File: src/rtl/move_pkg.sv
// move_pkg: screen/sprite geometry and vertical-motion state shared by the fire
// character controller and the sprite-drawing stage.
`default_nettype none
package move_pkg;

  typedef enum logic [1:0] {
    GROUND  = 2'd0,
    RISING  = 2'd1,
    FALLING = 2'd2
  } move_state_t;

  localparam int SCREEN_W     = 1024;
  localparam int SCREEN_H     = 768;
  localparam int SPRITE_SRC   = 26;
  localparam int SPRITE_SCALE = 2;
  localparam int SPRITE_DIM   = SPRITE_SRC * SPRITE_SCALE;

  // Saturate a signed 13-bit candidate position into [lo, hi].
  function automatic logic signed [12:0] clamp13(input logic signed [12:0] v,
                                                 input logic signed [12:0] lo,
                                                 input logic signed [12:0] hi);
    if (v < lo)      return lo;
    else if (v > hi) return hi;
    else             return v;
  endfunction

endpackage
`default_nettype wire

File: src/rtl/fire_move_ctl_if.sv
// fire_move_if: player inputs, frame sync and sprite position bundle.
`default_nettype none
interface fire_move_if;
  logic        vsync;
  logic        left;
  logic        right;
  logic        jump;
  logic [11:0] pos_x;
  logic [11:0] pos_y;
  logic        airborne;

  modport master (output vsync, left, right, jump,
                  input  pos_x, pos_y, airborne);
  modport slave  (input  vsync, left, right, jump,
                  output pos_x, pos_y, airborne);
endinterface
`default_nettype wire

File: src/rtl/edge_rise.sv
// edge_rise: registered one-cycle pulse on each rising edge of sig.
`default_nettype none
module edge_rise (
  input  logic clk,
  input  logic rst,
  input  logic sig,
  output logic pulse
);
  logic sig_d;

  always_ff @(posedge clk or posedge rst) begin
    if (rst) begin
      sig_d <= 1'b0;
      pulse <= 1'b0;
    end else begin
      sig_d <= sig;
      pulse <= sig & ~sig_d;
    end
  end
endmodule
`default_nettype wire

File: src/rtl/fire_move_ctl.sv
// fire_move_ctl: once-per-frame position update (walk, jump, gravity, clamping).
// Define FIRE_DOUBLE_JUMP_EN to allow one extra mid-air jump per airtime.
`default_nettype none
module fire_move_ctl
  import move_pkg::*;
#(
  parameter int X_MIN    = 0,
  parameter int X_MAX    = SCREEN_W,
  parameter int Y_MIN    = 0,
  parameter int SPRITE_W = SPRITE_DIM,
  parameter int SPRITE_H = SPRITE_DIM,
  parameter int FLOOR_Y  = SCREEN_H - SPRITE_H,
  parameter int X_START  = 100,
  parameter int H_SPEED  = 4,
  parameter int JUMP_V0  = 16,
  parameter int GRAVITY  = 1,
  parameter int V_MAX    = 16
) (
  input  logic        clk,
  input  logic        rst,
  fire_move_if.slave  bus
);
  localparam logic signed [12:0] X_LO  = 13'(X_MIN);
  localparam logic signed [12:0] X_HI  = 13'(X_MAX - SPRITE_W);
  localparam logic signed [12:0] Y_LO  = 13'(Y_MIN);
  localparam logic signed [12:0] Y_FL  = 13'(FLOOR_Y);
  localparam logic signed [12:0] H_SPD = 13'(H_SPEED);
  localparam logic [5:0]         V0    = 6'(JUMP_V0);
  localparam logic [5:0]         G     = 6'(GRAVITY);
  localparam logic [6:0]         VMAX7 = 7'(V_MAX);

  logic        tick;
  logic        jump_rise;
  logic        jump_req;
  move_state_t state, state_nxt;
  logic [5:0]  vel, vel_nxt;
  logic [6:0]  vel_inc;
  logic [11:0] x_pos, y_pos;
  logic signed [12:0] x_try, x_nxt, y_try, y_nxt;

  edge_rise u_vsync_edge (.clk(clk), .rst(rst), .sig(bus.vsync), .pulse(tick));
  edge_rise u_jump_edge  (.clk(clk), .rst(rst), .sig(bus.jump),  .pulse(jump_rise));

  always_comb begin
    x_try = $signed({1'b0, x_pos});
    if (bus.left && !bus.right)      x_try = x_try - H_SPD;
    else if (bus.right && !bus.left) x_try = x_try + H_SPD;
    x_nxt = clamp13(x_try, X_LO, X_HI);
  end

`ifdef FIRE_DOUBLE_JUMP_EN
  logic used_dj, used_dj_nxt;
`endif

  always_comb begin
    state_nxt = state;
    vel_nxt   = vel;
    y_nxt     = $signed({1'b0, y_pos});
    y_try     = $signed({1'b0, y_pos});
    vel_inc   = {1'b0, vel} + {1'b0, G};
    unique case (state)
      GROUND: begin
        if (jump_req) begin
          vel_nxt   = V0;
          state_nxt = RISING;
        end
      end
      RISING: begin
        y_try = $signed({1'b0, y_pos}) - $signed({7'd0, vel});
        if (y_try < Y_LO) begin
          y_nxt     = Y_LO;
          vel_nxt   = 6'd0;
          state_nxt = FALLING;
        end else begin
          y_nxt   = y_try;
          vel_nxt = vel - G;
          if (vel_nxt == 6'd0) state_nxt = FALLING;
        end
      end
      FALLING: begin
        vel_nxt = (vel_inc > VMAX7) ? VMAX7[5:0] : vel_inc[5:0];
        y_try   = $signed({1'b0, y_pos}) + $signed({7'd0, vel_nxt});
        if (y_try >= Y_FL) begin
          y_nxt     = Y_FL;
          vel_nxt   = 6'd0;
          state_nxt = GROUND;
        end else begin
          y_nxt = y_try;
        end
      end
      default: begin
        state_nxt = GROUND;
        vel_nxt   = 6'd0;
        y_nxt     = Y_FL;
      end
    endcase
`ifdef FIRE_DOUBLE_JUMP_EN
    // Mid-air jump relaunches from the current height, once per airtime.
    used_dj_nxt = used_dj;
    if (state != GROUND && jump_req && !used_dj) begin
      vel_nxt     = V0;
      state_nxt   = RISING;
      y_nxt       = $signed({1'b0, y_pos});
      used_dj_nxt = 1'b1;
    end
    if (state_nxt == GROUND) used_dj_nxt = 1'b0;
`endif
  end

  always_ff @(posedge clk or posedge rst) begin
    if (rst) begin
      state    <= GROUND;
      vel      <= 6'd0;
      x_pos    <= 12'(X_START);
      y_pos    <= 12'(FLOOR_Y);
      jump_req <= 1'b0;
`ifdef FIRE_DOUBLE_JUMP_EN
      used_dj  <= 1'b0;
`endif
    end else if (tick) begin
      state    <= state_nxt;
      vel      <= vel_nxt;
      x_pos    <= x_nxt[11:0];
      y_pos    <= y_nxt[11:0];
      // A press landing on the tick itself is kept for the following frame.
      jump_req <= jump_rise;
`ifdef FIRE_DOUBLE_JUMP_EN
      used_dj  <= used_dj_nxt;
`endif
    end else if (jump_rise) begin
      jump_req <= 1'b1;
    end
  end

  assign bus.pos_x    = x_pos;
  assign bus.pos_y    = y_pos;
  assign bus.airborne = (state != GROUND);
endmodule
`default_nettype wire

File: src/flat_wrapper.sv
// flat-port wrapper written by rule: the top's interface ports become plain ports
module fire_move_ctl_flat import move_pkg::*;
#(
  parameter int X_MIN    = 0,
  parameter int X_MAX    = SCREEN_W,
  parameter int Y_MIN    = 0,
  parameter int SPRITE_W = SPRITE_DIM,
  parameter int SPRITE_H = SPRITE_DIM,
  parameter int FLOOR_Y  = SCREEN_H - SPRITE_H,
  parameter int X_START  = 100,
  parameter int H_SPEED  = 4,
  parameter int JUMP_V0  = 16,
  parameter int GRAVITY  = 1,
  parameter int V_MAX    = 16
)
  (clk, rst, bus_vsync, bus_left, bus_right, bus_jump, bus_pos_x, bus_pos_y, bus_airborne);
  fire_move_if bus_i ();
  input  logic clk;
  input  logic rst;
  input wire logic [$bits(bus_i.vsync)-1:0] bus_vsync;
  input wire logic [$bits(bus_i.left)-1:0] bus_left;
  input wire logic [$bits(bus_i.right)-1:0] bus_right;
  input wire logic [$bits(bus_i.jump)-1:0] bus_jump;
  output wire logic [$bits(bus_i.pos_x)-1:0] bus_pos_x;
  output wire logic [$bits(bus_i.pos_y)-1:0] bus_pos_y;
  output wire logic [$bits(bus_i.airborne)-1:0] bus_airborne;
  assign bus_i.vsync = bus_vsync;
  assign bus_i.left = bus_left;
  assign bus_i.right = bus_right;
  assign bus_i.jump = bus_jump;
  assign bus_pos_x = bus_i.pos_x;
  assign bus_pos_y = bus_i.pos_y;
  assign bus_airborne = bus_i.airborne;
  fire_move_ctl #(.X_MIN(X_MIN), .X_MAX(X_MAX), .Y_MIN(Y_MIN), .SPRITE_W(SPRITE_W), .SPRITE_H(SPRITE_H), .FLOOR_Y(FLOOR_Y), .X_START(X_START), .H_SPEED(H_SPEED), .JUMP_V0(JUMP_V0), .GRAVITY(GRAVITY), .V_MAX(V_MAX)) u_core (.clk(clk), .rst(rst), .bus(bus_i));
endmodule
File: config.mk
export PLATFORM = sky130hd
export DESIGN_NAME = fire_move_ctl_flat
export DESIGN_NICKNAME = d
export VERILOG_FILES = /design/src/rtl/move_pkg.sv /design/src/rtl/fire_move_ctl_if.sv /design/src/rtl/edge_rise.sv /design/src/rtl/fire_move_ctl.sv /design/src/flat_wrapper.sv
export SDC_FILE = /design/constraint.sdc
export NUM_CORES = 1
export LEC_CHECK = 0
export ABC_CLOCK_PERIOD_IN_PS = 4700
export CORE_AREA = 2 2 84 86
export DETAILED_ROUTE_END_ITERATION = 16
export DIE_AREA = 0 0 86 88
export GPL_TIMING_DRIVEN = 1
export PLACE_DENSITY_LB_ADDON = 0.3
export REMOVE_ABC_BUFFERS = 1
export SETUP_SLACK_MARGIN = 0.05
export SLEW_MARGIN = 20
export SYNTH_ARGS = -nofsm -noshare
export SYNTH_HDL_FRONTEND = slang
export SYNTH_HIERARCHICAL = 1
export SYNTH_SLANG_ARGS = --single-unit
export TNS_END_PERCENT = 20
File: constraint.sdc
create_clock -name clk -period 4.7 [get_ports clk]
set_input_delay 0.94 -clock clk [delete_from_list [all_inputs] [get_ports clk]]
set_output_delay 0.94 -clock clk [all_outputs]
set_load 0.005 [all_outputs]
# Yosys cells after proc, flatten, opt, wreduce, memory -nomap -nowiden
# Index checks and enable logic that the tools add are counted.
# W data, S select, Z words.
dict set report totals {
  wordCells 60
  ff_bits 37
  input_bits 6
}
dict set report op_classes {
  n_eq_ne 5
  muxes 19
  add_sub_neg 6
  n_bitwise 5
  reduce_logical 11
  n_lt_le_gt_ge 5
}
# cell n
set ops {}
lappend ops {{$mux W12} 4}
lappend ops {{$pmux W12 S3} 1}
lappend ops {{$lt A13 B1 Y1 const B} 2}
lappend ops {{$mux W13} 2}
lappend ops {{$mux W6} 4}
lappend ops {{$pmux W6 S3} 1}
lappend ops {{$add A12 B3 Y13 const B} 1}
lappend ops {{$add A12 B6 Y13} 1}
lappend ops {{$ge A13 B11 Y1 const B} 1}
lappend ops {{$gt A13 B11 Y1 const B} 1}
lappend ops {{$sub A12 B3 Y13 const B} 1}
lappend ops {{$sub A12 B6 Y13} 1}
lappend ops {{$mux W2} 4}
lappend ops {{$add A6 B1 Y7 const B} 1}
lappend ops {{$gt A7 B5 Y1 const B} 1}
lappend ops {{$logic_not A6 Y1} 1}
lappend ops {{$pmux W2 S3} 1}
lappend ops {{$sub A6 B1 Y6 const B} 1}
lappend ops {{$ne A2 B1 Y1 const B} 2}
lappend ops {{$reduce_and A2 Y1} 2}
lappend ops {{$reduce_and A4 Y1} 1}
lappend ops {{$reduce_bool A2 Y1} 2}
lappend ops {{$ne A3 B1 Y1 const B} 1}
lappend ops {{$not A1 Y1} 3}
lappend ops {{7 further kinds} 11}

# Logic depth before layout (Yosys ltp)
dict set report logic_depth {
  word_depth 7
  depth_mapped 15
  mapped_depth_nobuf 15
}

# Modules after synthesis
# The synthesis kept the hierarchy.
# mod cells_each instances seq_area_each_um2 area_per_inst_um2
set modules_own_cells {}
lappend modules_own_cells {fire_move_ctl 380 1 785.8 3110.5}
lappend modules_own_cells {edge_rise 4 2 50.0 67.6}

# Worst setup path before layout
# No wires, ideal clock.
dict set report synth_path {
  path_type {flip-flop to flip-flop}
  from {register u_core.vel[0]}
  to {register u_core.state[1]}
  setup_time_ns 0.125
  t_arrival_ns 3.374
  period_less_slack_ns 3.498
  required_time_ns 4.575
  slack_ns 1.202
  stages_incl_launch_ff 16
  cell_sequence {dfrtp_1 > ha_1 > and3_1 > nand3_1 > o21ai_0 > nand2_1 > nor2_1 > ha_1 > fa_1 > a21o_1 > a221oi_2 > nor2_1 > o32ai_1 > nand2_1 > o21ai_1 > mux2_2}
}
dict set report synth_via {
  elab_chain_cells 7
  word_cells_on_any_way 14
  classes_between {add/sub: 4; order compare: 3; eq/ne: 2; mux: 3; reduce/logical: 2}
}
# item line_no
set synth_rtl {}
lappend synth_rtl {{start: declaration} fire_move_ctl.sv:36} ;# logic [5:0] vel, vel_nxt;
lappend synth_rtl {{start signal: assignment} fire_move_ctl.sv:122} ;# vel <= vel_nxt;
lappend synth_rtl {{$add A6 B1 Y7} fire_move_ctl.sv:60} ;# vel_inc = {1'b0, vel} + {1'b0, G};
lappend synth_rtl {{$gt A7 B5 Y1} fire_move_ctl.sv:81} ;# vel_nxt = (vel_inc > VMAX7) ? VMAX7[5:0] : vel_inc[5:0];
lappend synth_rtl {{$mux W6} fire_move_ctl.sv:81}
lappend synth_rtl {{$add A12 B6 Y13} fire_move_ctl.sv:82} ;# y_try = $signed({1'b0, y_pos}) + $signed({7'd0, vel_nxt});
lappend synth_rtl {{$ge A13 B11 Y1} fire_move_ctl.sv:83} ;# if (y_try >= Y_FL) begin
lappend synth_rtl {{$ne A2 B1 Y1 (no line)} -}
lappend synth_rtl {{$reduce_and A4 Y1 (no line)} -}
lappend synth_rtl {{end signal: assignment} fire_move_ctl.sv:121} ;# state <= state_nxt;
lappend synth_rtl {{end: declaration} fire_move_ctl.sv:35} ;# move_state_t state, state_nxt;
# Parallel ways exist; a longest one is shown, timed or not.
# A chain may end at the register's enable or synchronous reset.

# Final worst setup path
dict set report layout_path {
  from {register u_core.vel[0]}
  to {register u_core.vel[1]}
}
dict set report layout_via {
  elab_chain_cells 7
  word_cells_on_any_way 11
  classes_between {add/sub: 4; order compare: 3; mux: 4}
}
# item line_no
set layout_rtl {}
lappend layout_rtl {{$add A6 B1 Y7} fire_move_ctl.sv:60}
lappend layout_rtl {{$gt A7 B5 Y1} fire_move_ctl.sv:81}
lappend layout_rtl {{$mux W6} fire_move_ctl.sv:81}
lappend layout_rtl {{$add A12 B6 Y13} fire_move_ctl.sv:82}
lappend layout_rtl {{$ge A13 B11 Y1} fire_move_ctl.sv:83}
lappend layout_rtl {{$mux W6} fire_move_ctl.sv:83}
lappend layout_rtl {{$pmux W6 S3 *} fire_move_ctl.sv:61} ;# unique case (state)
# Every way passes the cells marked *; elsewhere a longest branch is shown, timed or not.

==> run summary <==
Top cell type's share of synthesized area = 0.208
Most frequent cells in the layout = nand2_1, clkdlybuf4s50_1, o21ai_0, dfrtp_1, inv_1
LEAKAGE = 1.51 nW
Power per cell area = 669 nW/um2
Hold buffer count at cts = 0
Longest Clk Path Bufs = 2
Crit path capture type = flop
Number of distinct library cells after synthesis = 74
# diodes = 0
Clock share of power = 0.119
Residual DRC = 0
Post-synth top area cell = dfrtp_1
Ranking of synthesized cells by area = dfrtp_1, ha_1, dfstp_2
Most common library cell in the layout ignoring fill and taps = nand2_1
# rows = 30
Number of synthesized flops with an enable pin = 0
Mapped cell area = 3250 um2
Critical path class = flop to flop
CTS buffer count = 5
First DRT Iteration DRCs = 185
Sw Pwr = 1.20 mW
Share of layout cells above drive strength 1 = 0.124
Final Hold Vio Count = 0
Starting density of the core = 0.489
Ports = 31
Max FO, Critical Path = 11
Pin slew with the least headroom to its limit = 915 ps
TritonCTS clock tree = built
Sink Count = 35
Vias in the first global route = 2,854
CTS root buf = clkbuf_8
Antenna violations before repair = 0
Overflow after GRT = 0
Insertion delay to the later sink of the worst-skew pair = 300 ps
Nets = 439
Slowest cell on crit path = dfrtp_1
Core area = 6640 um2
Net Sw Frac = 0.488
Total setup buffers inserted after CTS = 0
Die Y = 88 um
Fin. max-slew vios = 0
Gp weighted congestion = 0.974
Hold WS = 445 ps
Hold path cells = 1
YS warnings = 6
Final setup viols = 0
Via count = 3,073
First drt pass iteration count = 4
DRT Wirelength = 8450 um
RSZ-0062 raised after global routing = false
Die ar. = 7570 um2
Cells after synthesis = 388
Sequential fraction of the synthesis area = 0.273
Fillers = 648
Crit path arrival time = 4290 ps
Area delta synth->final = 13.2%
Max_cap viols = 0
Fin Setup TNS = 0 ps
H-tree depth = 2
Width of the die = 86 um
Commonest register cell after synthesis = dfrtp_1
Vias/cell = 6.26
All-layer global routing usage = 0.231
Status = complete, no violations
Maximum clock frequency = 247 MHz
Internal = 1.26 mW
Avg Cell Area, Syn = 8.36 um2
Part of the power in combinational logic = 0.638
Tcrit/Tclk final = 0.862
Clk_skew = 4.25 ps
Worst Reg-to-Reg Cells = 15
Cell Chain, Critical Path = ha_1 > and3_1 > nand3_1 > o21ai_0 > nand2_1 > nor2_1 > ha_1 > fa_1 > a21o_1 > a221oi_2 > nor2_1 > xnor2_1 > o21ai_1 > a21oi_2 > a31o_2
CP peak stage delay = 510 ps
Hold WC Path Type = flop to flop
Routed Antenna Nets = 0
Min cycle time layout = 4050 ps
Wire length per cell = 17.2 um
Global-route wire length before repair = 13,900 um
HPWL after DPL = 6280 um
Port Buffers = 28
CTS clk-pin slew, worst paths = 80 ps
Post-CTS sizing = 0
Post-synthesis register bit count = 35
Sequential power share = 0.242
Largest net degree at the start of global routing = 21
Fraction of registers with async set or reset after synthesis = 1.00
Relative slew margins = 0.389
VDD IR max = 247 uV
CP required = 4930 ps
Startpoint types = flop
==> cells in the mapped netlist, types with 7 or more instances <==
library cell,n
nand3_1,13
clkbuf_1,11
dfrtp_1,27
o31ai_1,8
and3_1,7
nand2b_1,9
inv_1,26
nand2_1,29
nor3_1,13
dfstp_2,8
nor2_1,24
xnor2_1,15
o21ai_0,28
ha_1,21
a31o_2,8
a21oi_1,21
==> logic make-up after synthesis <==
kind of cell	after synthesis	share of synthesized area
compound gates	125	0.278
flops	35	0.273
xor+xnor	18	0.0486
other cells	1	0.00116
mux	3	0.00964
buf+inv	44	0.0605
fa+ha+maj	23	0.0933
simple gates	139	0.236
==> metal layers <==
metal | vias to the layer above | global-route usage | wire length [um]
met4 | 0 | 0.0765 | 208
met1 | 1470 | 0.309 | 3820
met2 | 121 | 0.390 | 3940
met3 | 13 | 0.0292 | 482
li1 | 1469 | - | -
met5 | - | 0 | 0
==> layout make-up <==
class	count	area, um2	share of cell area
flip-flops and latches	35	886	0.241
clock inverters	2	35.0	0.00953
well taps	80	100	0.0272
repair buffers	31	303	0.0824
multi-input cells	311	2170	0.591
clock buffers	6	82.6	0.0225
inverters	26	97.6	0.0266
==> registers in the layout, summed over array words and instances (netlist names) <==
| name | flops |
|---|---|
| u_core/u_jump_edge/pulse | 1 |
| u_core/u_jump_edge/sig_d | 1 |
| u_core/state | 2 |
| u_core/bus.pos_y | 12 |
| u_core/u_vsync_edge/sig_d | 1 |
| u_core/bus.pos_x | 10 |
| u_core/vel | 6 |
| u_core/u_vsync_edge/pulse | 1 |
| u_core/jump_req | 1 |
==> path summary, 6_finish.rpt <==
path | from | endpoint | slack (ps)
max | u_core/vel[0]$_DFFE_PP0P_ | u_core/vel[1]$_DFFE_PP0P_ | 650
min | u_core/u_jump_edge/pulse$_DFF_PP0_ | u_core/jump_req$_DFFE_PP0P_ | 440
max reg2reg | u_core/vel[0]$_DFFE_PP0P_ | u_core/vel[1]$_DFFE_PP0P_ | 650
min reg2reg | u_core/u_jump_edge/pulse$_DFF_PP0_ | u_core/jump_req$_DFFE_PP0P_ | 440
max in group asynchronous | rst | u_core/bus.pos_y[6]$_DFFE_PP1P_ | 2720
min in group asynchronous | rst | u_core/u_jump_edge/pulse$_DFF_PP0_ | 840
==> stage by stage <==
step	cell area, um2	power [mW]	cells	setup WS [ps]	util
2_1_floorplan	3150	1.65	372	1200	-
3_3_place_gp	3560	2.11	483	916	0.535
3_5_place_dp	3560	2.13	483	793	0.535
4_1_cts	3670	2.43	491	759	0.553
5_1_grt	3670	2.65	491	420	0.553
6_report	3670	2.46	491	649	0.553
==> power by group through the flow <==
stage	clock (mW)	sequential, mW	combinational, mW
floorplan	0	0.554	1.09
global placement	0	0.596	1.51
detailed placement	0	0.597	1.53
CTS	0.300	0.593	1.54
global route	0.308	0.619	1.72
finish	0.293	0.596	1.57
==> worst max-delay path, delay by kind of cell, from the launching register on <==
kind | cells | cell delay (ps)
XOR/XNOR | 1 | 240
AND/OR/NAND/NOR | 5 | 620
AO/OA/AOI/OAI | 6 | 1690
adder cells (fa/ha/maj) | 3 | 950
flip-flops | 1 | 510
(Power assumes the default switching activity.)
